$ cat config.mk
export PLATFORM = sky130hd
export DESIGN_NAME = draw_cmd_scheduler
export DESIGN_NICKNAME = d
export VERILOG_FILES = /design/src/rtl/draw_cmd_scheduler.sv
export SDC_FILE = /design/constraint.sdc
export NUM_CORES = 1
export LEC_CHECK = 0
export ABC_AREA = 1
export BUFFER_PORTS_ARGS = -buffer_cell sky130_fd_sc_hd__buf_4
export CELL_PAD_IN_SITES_DETAIL_PLACEMENT = 1
export CELL_PAD_IN_SITES_GLOBAL_PLACEMENT = 1
export CORE_MARGIN = 10
export CORE_UTILIZATION = 30
export CTS_CLUSTER_DIAMETER = 50
export CTS_CLUSTER_SIZE = 8
export DETAILED_ROUTE_END_ITERATION = 8
export GPL_TIMING_DRIVEN = 0
export MAX_ROUTING_LAYER = met4
export PLACE_DENSITY_LB_ADDON = 0.15
export SYNTH_ARGS = -nofsm -noshare
export SYNTH_HDL_FRONTEND = slang
export SYNTH_SLANG_ARGS = --single-unit
$ cat constraint.sdc
create_clock -name clk -period 1.6 [get_ports clk]
set_input_delay 0.16 -clock clk [delete_from_list [all_inputs] [get_ports clk]]
set_output_delay 0.16 -clock clk [all_outputs]
set_load 0.01 [all_outputs]
$ cat src/rtl/draw_cmd_scheduler.sv
// Round-robin scheduler sharing one draw-core command port between NREQ requesters.
// Grant is one edge after a request is sampled; a watchdog abandons commands whose done never arrives.
module draw_cmd_scheduler #(
  parameter int          NREQ        = 4,
  parameter int          CMD_W       = 4,
  parameter int          DATA_W      = 32,
  parameter int          TO_W        = 24,
  parameter int unsigned TIMEOUT_CYC = 24'hFFFFFF
) (
  input  logic                   clk,
  input  logic                   rst_n,
  input  logic                   en,
  input  logic [NREQ-1:0]        iReq,
  input  logic [NREQ*CMD_W-1:0]  iCmd,
  input  logic [NREQ*DATA_W-1:0] iData,
  output logic [NREQ-1:0]        oAck,
  output logic                   oTimeout,
  output logic                   oBusy,
  output logic [2:0]             oGrant_Idx,
  output logic                   oCore_En,
  output logic [CMD_W-1:0]       oCore_Cmd,
  output logic [DATA_W-1:0]      oCore_Data,
  input  logic                   iCore_Done
);

  typedef enum logic [1:0] {
    S_IDLE,
    S_WAIT,
    S_RELEASE
  } state_t;

  localparam logic [TO_W-1:0] WD_LAST = TO_W'(TIMEOUT_CYC - 1);

  state_t              state_q, state_d;
  logic [2:0]          last_q, last_d;
  logic [2:0]          grant_q, grant_d;
  logic [TO_W-1:0]     wd_q, wd_d;
  logic                core_en_q, core_en_d;
  logic [CMD_W-1:0]    cmd_q, cmd_d;
  logic [DATA_W-1:0]   data_q, data_d;
  logic [NREQ-1:0]     ack_q, ack_d;
  logic                tmo_q, tmo_d;

  logic [NREQ-1:0]     hi_mask;
  logic [NREQ-1:0]     hi_req;
  logic [2:0]          pick_hi;
  logic [2:0]          pick_any;
  logic [2:0]          pick;
  logic                any_req;
  logic [CMD_W-1:0]    cmd_sel;
  logic [DATA_W-1:0]   data_sel;

  // Requesters above the last grant win first; otherwise wrap to the lowest index.
  always_comb begin
    hi_mask  = '0;
    pick_hi  = '0;
    pick_any = '0;
    for (int k = 0; k < NREQ; k++) begin
      hi_mask[k] = (k > int'(last_q));
    end
    hi_req = iReq & hi_mask;
    for (int k = NREQ - 1; k >= 0; k--) begin
      if (hi_req[k]) pick_hi = k[2:0];
      if (iReq[k])   pick_any = k[2:0];
    end
    any_req = |iReq;
    pick    = (|hi_req) ? pick_hi : pick_any;
  end

  always_comb begin
    cmd_sel  = '0;
    data_sel = '0;
    for (int k = 0; k < NREQ; k++) begin
      if (pick == k[2:0]) begin
        cmd_sel  = iCmd[k*CMD_W +: CMD_W];
        data_sel = iData[k*DATA_W +: DATA_W];
      end
    end
  end

  always_comb begin
    state_d   = state_q;
    last_d    = last_q;
    grant_d   = grant_q;
    wd_d      = wd_q;
    core_en_d = core_en_q;
    cmd_d     = cmd_q;
    data_d    = data_q;
    ack_d     = '0;
    tmo_d     = 1'b0;
    case (state_q)
      S_IDLE: begin
        if (en && any_req) begin
          grant_d   = pick;
          last_d    = pick;
          cmd_d     = cmd_sel;
          data_d    = data_sel;
          core_en_d = 1'b1;
          wd_d      = '0;
          state_d   = S_WAIT;
        end
      end
      S_WAIT: begin
        // Done takes priority over a watchdog expiry on the same cycle.
        if (iCore_Done) begin
          core_en_d = 1'b0;
          ack_d     = NREQ'(1) << grant_q;
          state_d   = S_RELEASE;
        end else if (wd_q == WD_LAST) begin
          core_en_d = 1'b0;
          tmo_d     = 1'b1;
          state_d   = S_RELEASE;
        end else begin
          wd_d = wd_q + TO_W'(1);
        end
      end
      S_RELEASE: begin
        state_d = S_IDLE;
      end
      default: begin
        state_d   = S_IDLE;
        core_en_d = 1'b0;
      end
    endcase
  end

  always_ff @(posedge clk or negedge rst_n) begin
    if (!rst_n) begin
      state_q   <= S_IDLE;
      last_q    <= 3'(NREQ - 1);
      grant_q   <= '0;
      wd_q      <= '0;
      core_en_q <= 1'b0;
      cmd_q     <= '0;
      data_q    <= '0;
      ack_q     <= '0;
      tmo_q     <= 1'b0;
    end else begin
      state_q   <= state_d;
      last_q    <= last_d;
      grant_q   <= grant_d;
      wd_q      <= wd_d;
      core_en_q <= core_en_d;
      cmd_q     <= cmd_d;
      data_q    <= data_d;
      ack_q     <= ack_d;
      tmo_q     <= tmo_d;
    end
  end

  assign oAck       = ack_q;
  assign oTimeout   = tmo_q;
  assign oBusy      = (state_q == S_WAIT) || (state_q == S_RELEASE);
  assign oGrant_Idx = grant_q;
  assign oCore_En   = core_en_q;
  assign oCore_Cmd  = cmd_q;
  assign oCore_Data = data_q;

endmodule

Word level (Yosys, flattened, before mapping)
Index checks and enable logic that the tools add are counted.
W data, S select, Z words.
{"block": "totals", "word_cells": 71, "latch_bits": 0, "ram_bits": 0, "output_inout_bits": 46, "mem_count": 0, "reg_bits": 74, "input_bits": 152, "romBits": 0}
{"block": "op_classes", "mul": 0, "n_reduce_logical": 11, "muxes": 34, "n_shift": 1, "eq_ne": 10, "n_addsub": 1, "magnitude_cmp": 3, "div": 0, "bitwise": 2}
{"op": "$mux W32", "n": 4}
{"op": "$mux W24", "n": 3}
{"op": "$pmux W24 S2", "n": 1}
{"op": "$add A24 B1 Y24 const B", "n": 1}
{"op": "$eq A24 B24 Y1 const B", "n": 1}
{"op": "$mux W4", "n": 6}
{"op": "$mux W3", "n": 6}
{"op": "$mux W2", "n": 6}
{"op": "$reduce_or A4 Y1", "n": 2}
{"op": "$eq A3 B2 Y1 const B", "n": 2}
{"op": "$gt A2 B3 Y1 const A", "n": 2}
{"op": "$mux W1", "n": 6}
{"op": "$ne A2 B2 Y1 const B", "n": 3}
{"op": "$and A4 B4 Y4", "n": 1}
{"op": "$pmux W2 S2", "n": 1}
{"op": "$reduce_and A2 Y1", "n": 2}
{"op": "$reduce_and A4 Y1", "n": 1}
{"op": "$shl A1 B3 Y4 const A", "n": 1}
{"op": "$eq A3 B1 Y1 const B", "n": 1}
{"op": "$gt A1 B3 Y1 const A", "n": 1}
{"op": "$logic_not A3 Y1", "n": 1}
{"op": "$ne A3 B3 Y1 const B", "n": 1}
{"op": "$pmux W1 S3", "n": 1}
{"op": "$reduce_and A3 Y1", "n": 1}
{"op": "7 further kinds", "n": 7}

Longest topological paths before layout
{"block": "logic_depth", "ltp_word": 12, "mapped_depth": 12, "mapped_depth_nobuf": 11}

Least setup slack after synthesis
No wires, ideal clock.
{"block": "synth_path", "path_type": "register to register", "startpoint": "register last_q[1]", "endpoint": "register data_q[10] (netlist: oCore_Data[10])", "arrival_time_ns": 1.470, "required_ns": 1.483, "synth_period_minus_slack_ns": 1.586, "stages_incl_launch_ff": 12, "path_buffers": 2, "setup_slack_ns": 0.014, "setup_time_ns": 0.117, "path_cell_list": "dfstp_2 nor2_1 nand2_2 buf_6 inv_2 nor2_2 o21ai_4 buf_4 nand3_1 nand3_1 nand2_1 nand2_1"}
{"block": "synth_between", "elab_chain_len": 12, "word_cells_on_any_way": 18, "classes_between": "order compare (3); eq/ne (3); mux (9); bitwise (1); reduce/logical (2)"}
{"item": "from (decl)", "line_no": "35", "source": "logic [2:0] last_q, last_d;"}
{"item": "from (signal assigned)", "line_no": "130", "source": "last_q <= 3'(NREQ - 1);"}
{"item": "from (signal assigned)", "line_no": "140", "source": "last_q <= last_d;"}
{"item": "$gt A2 B3 Y1", "line_no": "59", "source": "hi_mask[k] = (k > int'(last_q));"}
{"item": "$and A4 B4 Y4 *", "line_no": "61", "source": "hi_req = iReq & hi_mask;"}
{"item": "$mux W2 (2 in a row)", "line_no": "63", "source": "if (hi_req[k]) pick_hi = k[2:0];"}
{"item": "$mux W3 (2 in a row)", "line_no": "63"}
{"item": "$mux W3 *", "line_no": "67", "source": "pick = (|hi_req) ? pick_hi : pick_any;"}
{"item": "$logic_not A3 Y1", "line_no": "74", "source": "if (pick == k[2:0]) begin"}
{"item": "$mux W32 (3 in a row)", "line_no": "74"}
{"item": "$mux W32 *", "line_no": "74"}
{"item": "to (signal assigned)", "line_no": "145", "source": "data_q <= data_d;"}
{"item": "to (decl)", "line_no": "40", "source": "logic [DATA_W-1:0] data_q, data_d;"}
Mark *: on every way between the ends. The rest lies on a longest branch, timed or not.
A chain may end at the register's enable or synchronous reset.

Worst setup path in the final report
{"block": "layout_path", "startpoint": "register last_q[1]", "endpoint": "register data_q[2] (netlist: oCore_Data[2])"}
Same word-level chain as after synthesis.

==> summary.txt <==
Run status
  • Status: complete, but fails checks
  • Failing checks: negative setup slack

CTS
  • Clock root buffer: clkbuf_16
  • Clock Path Buffers: 2
  • Worst skew pair latency: around 0.36 ns
  • CTS buffer count: 9
  • CTS tree: yes
  • Clk sinks: 72
  • CTS HTree Levels: 3
  • CTS clock-pin slew for the worst setup and hold paths: about 0.060 ns

Critical path
  • Worst-path cell chain: nor2_2 > nand2_4 > buf_6 > inv_4 > nor2_4 > o21ai_4 > buf_6 > buf_4 > nand3_1 > nand3_1 > nand2_1 > nand2_1
  • Crit-path max FO: 4
  • Critical path arrival: between 2 and 2.5 ns
  • Critical path depth: 12
  • Bufs and invs on worst path: 4
  • Data required time of the critical path: ~1.9 ns
  • CP startpoint kind: flop
  • Crit path max-delay cell type: dfstp_2
  • CP Class: reg2reg
  • Critical path's top delay family: flip-flops
  • Crit end category: flop
  • Critical Path Max Stage Delay: 0.58 ns
  • Worst reg-to-reg path cell count: 12

STA
  • PnR worst setup slack: -0.194 ns
  • Clock skew: between 0.009 and 0.01 ns
  • Worst-Margin Slew: 0.961 ns
  • Final setup violation count: 63
  • Fin crit share: 112%
  • Final slew viol count: 0
  • Fin. Hold Viols: 0
  • Slew HR: between 30% and 40%
  • Fin crit period: about 1.8 ns
  • F_max: 557 MHz
  • RSZ-0062 raised after global routing: true

Placed design
  • Port bufs: 196
  • Final GP Congestion: 0.866
  • Area after DPL: 0.00666 mm²
  • Post-DP HPWL: 17,700 µm

Pwr
  • Combinational Power Share: just over 60%
  • Sequential power share: between 20% and 30%
  • Pwr per Cell Area: around 1600 mW/mm²
  • Cell Int Power: about 7.3 mW
  • Switching pwr: around 5.8 mW
  • Max VDD drop: 767 µV
  • Pleak: 4.19 nW
  • Total power: 13.1 mW
  • Sw Ratio: between 40 and 50%
  • Clock power frac: 16.4%

Final layout
  • Fill cells: about 2,100
  • Layout area overhead: 69.8%
  • Layout cells sized above 1: approximately 46%
  • Most common cell after layout, fill and taps aside: buf_4
  • Layout net count: ~1,200
  • Most frequent cells in the layout: buf_4, nand2_1, nand3_1
  • Design area: ~0.0083 mm²
  • Diodes inserted: 0
  • Post-Route Utilization: between 50% and 60%
  • Flip-flop and latch area: around 0.0018 mm²
  • Multi-input logic area: ~0.0031 mm²

Floorplan
  • Starting Density: a little under a third
  • Die Area: approximately 0.022 mm²
  • DIE WIDTH: between 100 and 150 µm
  • Core Area: roughly 0.016 mm²
  • Die height: about 150 µm
  • I/O Pins: between 150 and 200
  • Rows: 46

Flow run
  • Max cap viols: 0

Logic synthesis
  • Xor/xnor cell area share of the yosys netlist: roughly 1.8%
  • Sequential fraction of the synthesis area: 36.7%
  • Post-Synth Adder-Cell Area: around 1.3%
  • Largest family of logic cells by synthesized area: simple AND/OR/NAND/NOR gates
  • Syn. warnings: 0
  • Post-synthesis compound-gate area fraction: between 10% and 20%
  • Area leader, netlist: dfrtp_1
  • Mapped Cells: just over 700
  • Mux cell area share after synthesis: 0%
  • Top cell type's share of synthesized area: ~36%
  • Netlist Area Pre-Place: 0.00492 mm²
  • Syn Area/Cell: a little under 7 µm²
  • Count of state elements after synthesis: 72
  • Top cells by area, synth: dfrtp_1, nand2_1, nand3_1
  • Netlist cell types: 30
  • Syn_nets: ~900
  • Simple-gate share of the synthesized area: between 30% and 40%

Routing
  • Total wire length: between 20,000 and 30,000 µm
  • Vias per cell: between 5 and 6
  • Post-route DRC: 0
  • Detail Route Antenna Nets: 0
  • Vias: around 6,100
  • Drt initial violations: approximately 320
  • Metal-1 WL: ~9300 µm
  • Wirelength per Cell: approximately 21 µm
  • Uppermost routed layer: met4
  • Drt first pass iters: 4
  • Met3 wire length: between 1500 and 2000 µm
  • Metal2 WL: 13,400 µm

Global route
  • Global-route wire length before repair: roughly 38,000 µm
  • Total GRT Usage: a little under a quarter
  • Initial antenna violation count: 0
  • Grt total ovfl: 0
  • Vias in the first global route: ~6,800
  • Largest net degree at the start of global routing: 73

Hold path
  • Hold depth: 5
  • Min-Delay Path Class: in2reg
cells by family (layout without fill, tap and decap cells):
family | after synthesis | after routing
flip-flops | 72 | 72
buffers and inverters | 113 | 391
adder cells (fa/ha/maj) | 5 | 5
other | 1 | 1
XOR/XNOR | 10 | 10
AND/OR/NAND/NOR | 417 | 418
AO/OA/AOI/OAI | 103 | 103
what timing repair did:
action	in CTS	in global routing
setup buffers	41	23
gates resized for setup	127	118
hold buffers	2	0
pin swaps	26	29
endpoints found under the setup margin	67	65
gates cloned	5	3
endpoints found under the hold margin	6	0
metal layers:
metal / GRT usage (%) / vias to the layer above
met1: 22.9 / 2967
li1: - / 2926
met2: 39.8 / 183
met5: - / -
met4: 7.83 / 0
met3: 8.24 / 50
worst min-delay path, cell delays in order:
cell	delay, ns
buf_4	0.08
o21ai_1	0.06
nand3_1	0.06
nand2_1	0.05
nand2_1	0.05
final timing paths:
kind	start	endpoint	slack (ns)
worst min-delay path	iData[81]	oCore_Data[17]	0.12
worst max-delay path	last_q[1]	oCore_Data[2]	-0.19
min in group asynchronous	rst_n	wd_q[19]	0.50
worst min register to register	oCore_Cmd[3]	oCore_Cmd[3]	0.48
worst max register to register	last_q[1]	oCore_Data[2]	-0.19
max in group asynchronous	rst_n	wd_q[2]	0.41
power groups by stage:
stage	clock [mW]	combinational (mW)	sequential, mW
final	2.15	8.14	2.81
after detailed placement	0	5.60	2.77
after floorplan	0	3.01	2.92
after global placement	0	5.55	2.77
after global routing	2.26	8.78	2.89
after CTS	2.17	7.43	2.80
flip-flops by register name, indices dropped and copies added, names as in the netlist:
register and count:
last_q 2, oAck 4, oCore_Cmd 4, oCore_Data 32, oCore_En 1, oGrant_Idx 2, oTimeout 1, state_q 2
wd_q 24
cell type report:
cell class                      instances  area share [%]
Clock buffer                           10            2.86
Tap cell                              216            3.24
Multi-Input combinational cell        537            37.5
Timing Repair Buffer                  265            25.7
Inverter                               72            3.52
Clock inverter                          6           0.824
Sequential cell                        72            21.8
Buffer                                 38            4.54
synthesized netlist by cell type:
library cell	number
buf_4	6
a21o_1	1
dfrtp_1	70
nand4_1	44
o21ai_4	1
nor3_1	6
nand3_1	99
o21bai_1	4
inv_1	66
o21ai_1	26
xnor2_1	3
nand2_1	209
nand2_2	5
a21boi_2	2
nor2_2	3
buf_2	15
xor2_1	7
o21ai_0	33
conb_1	1
nand3_2	3
nor2_4	3
a21oi_1	36
dfstp_2	2
ha_1	5
nor2_1	40
nand2_4	2
inv_2	6
or2_2	3
clkbuf_1	13
buf_6	7
per-stage QoR:
step | std cells | setup slack (ns) | hold slack, ns | setup TNS [ns]
after floorplan | 721 | 0.0136 | -0.136 | 0
after CTS | 1196 | -0.152 | 0.123 | -6.07
after global routing | 1216 | -0.284 | 0.160 | -13.94
after detailed placement | 1133 | -0.276 | 0.358 | -9.74
final | 1216 | -0.194 | 0.122 | -7.99
after global placement | 1133 | -0.242 | 0.352 | -8.66
Note: power is estimated with default switching activity, not from simulation.
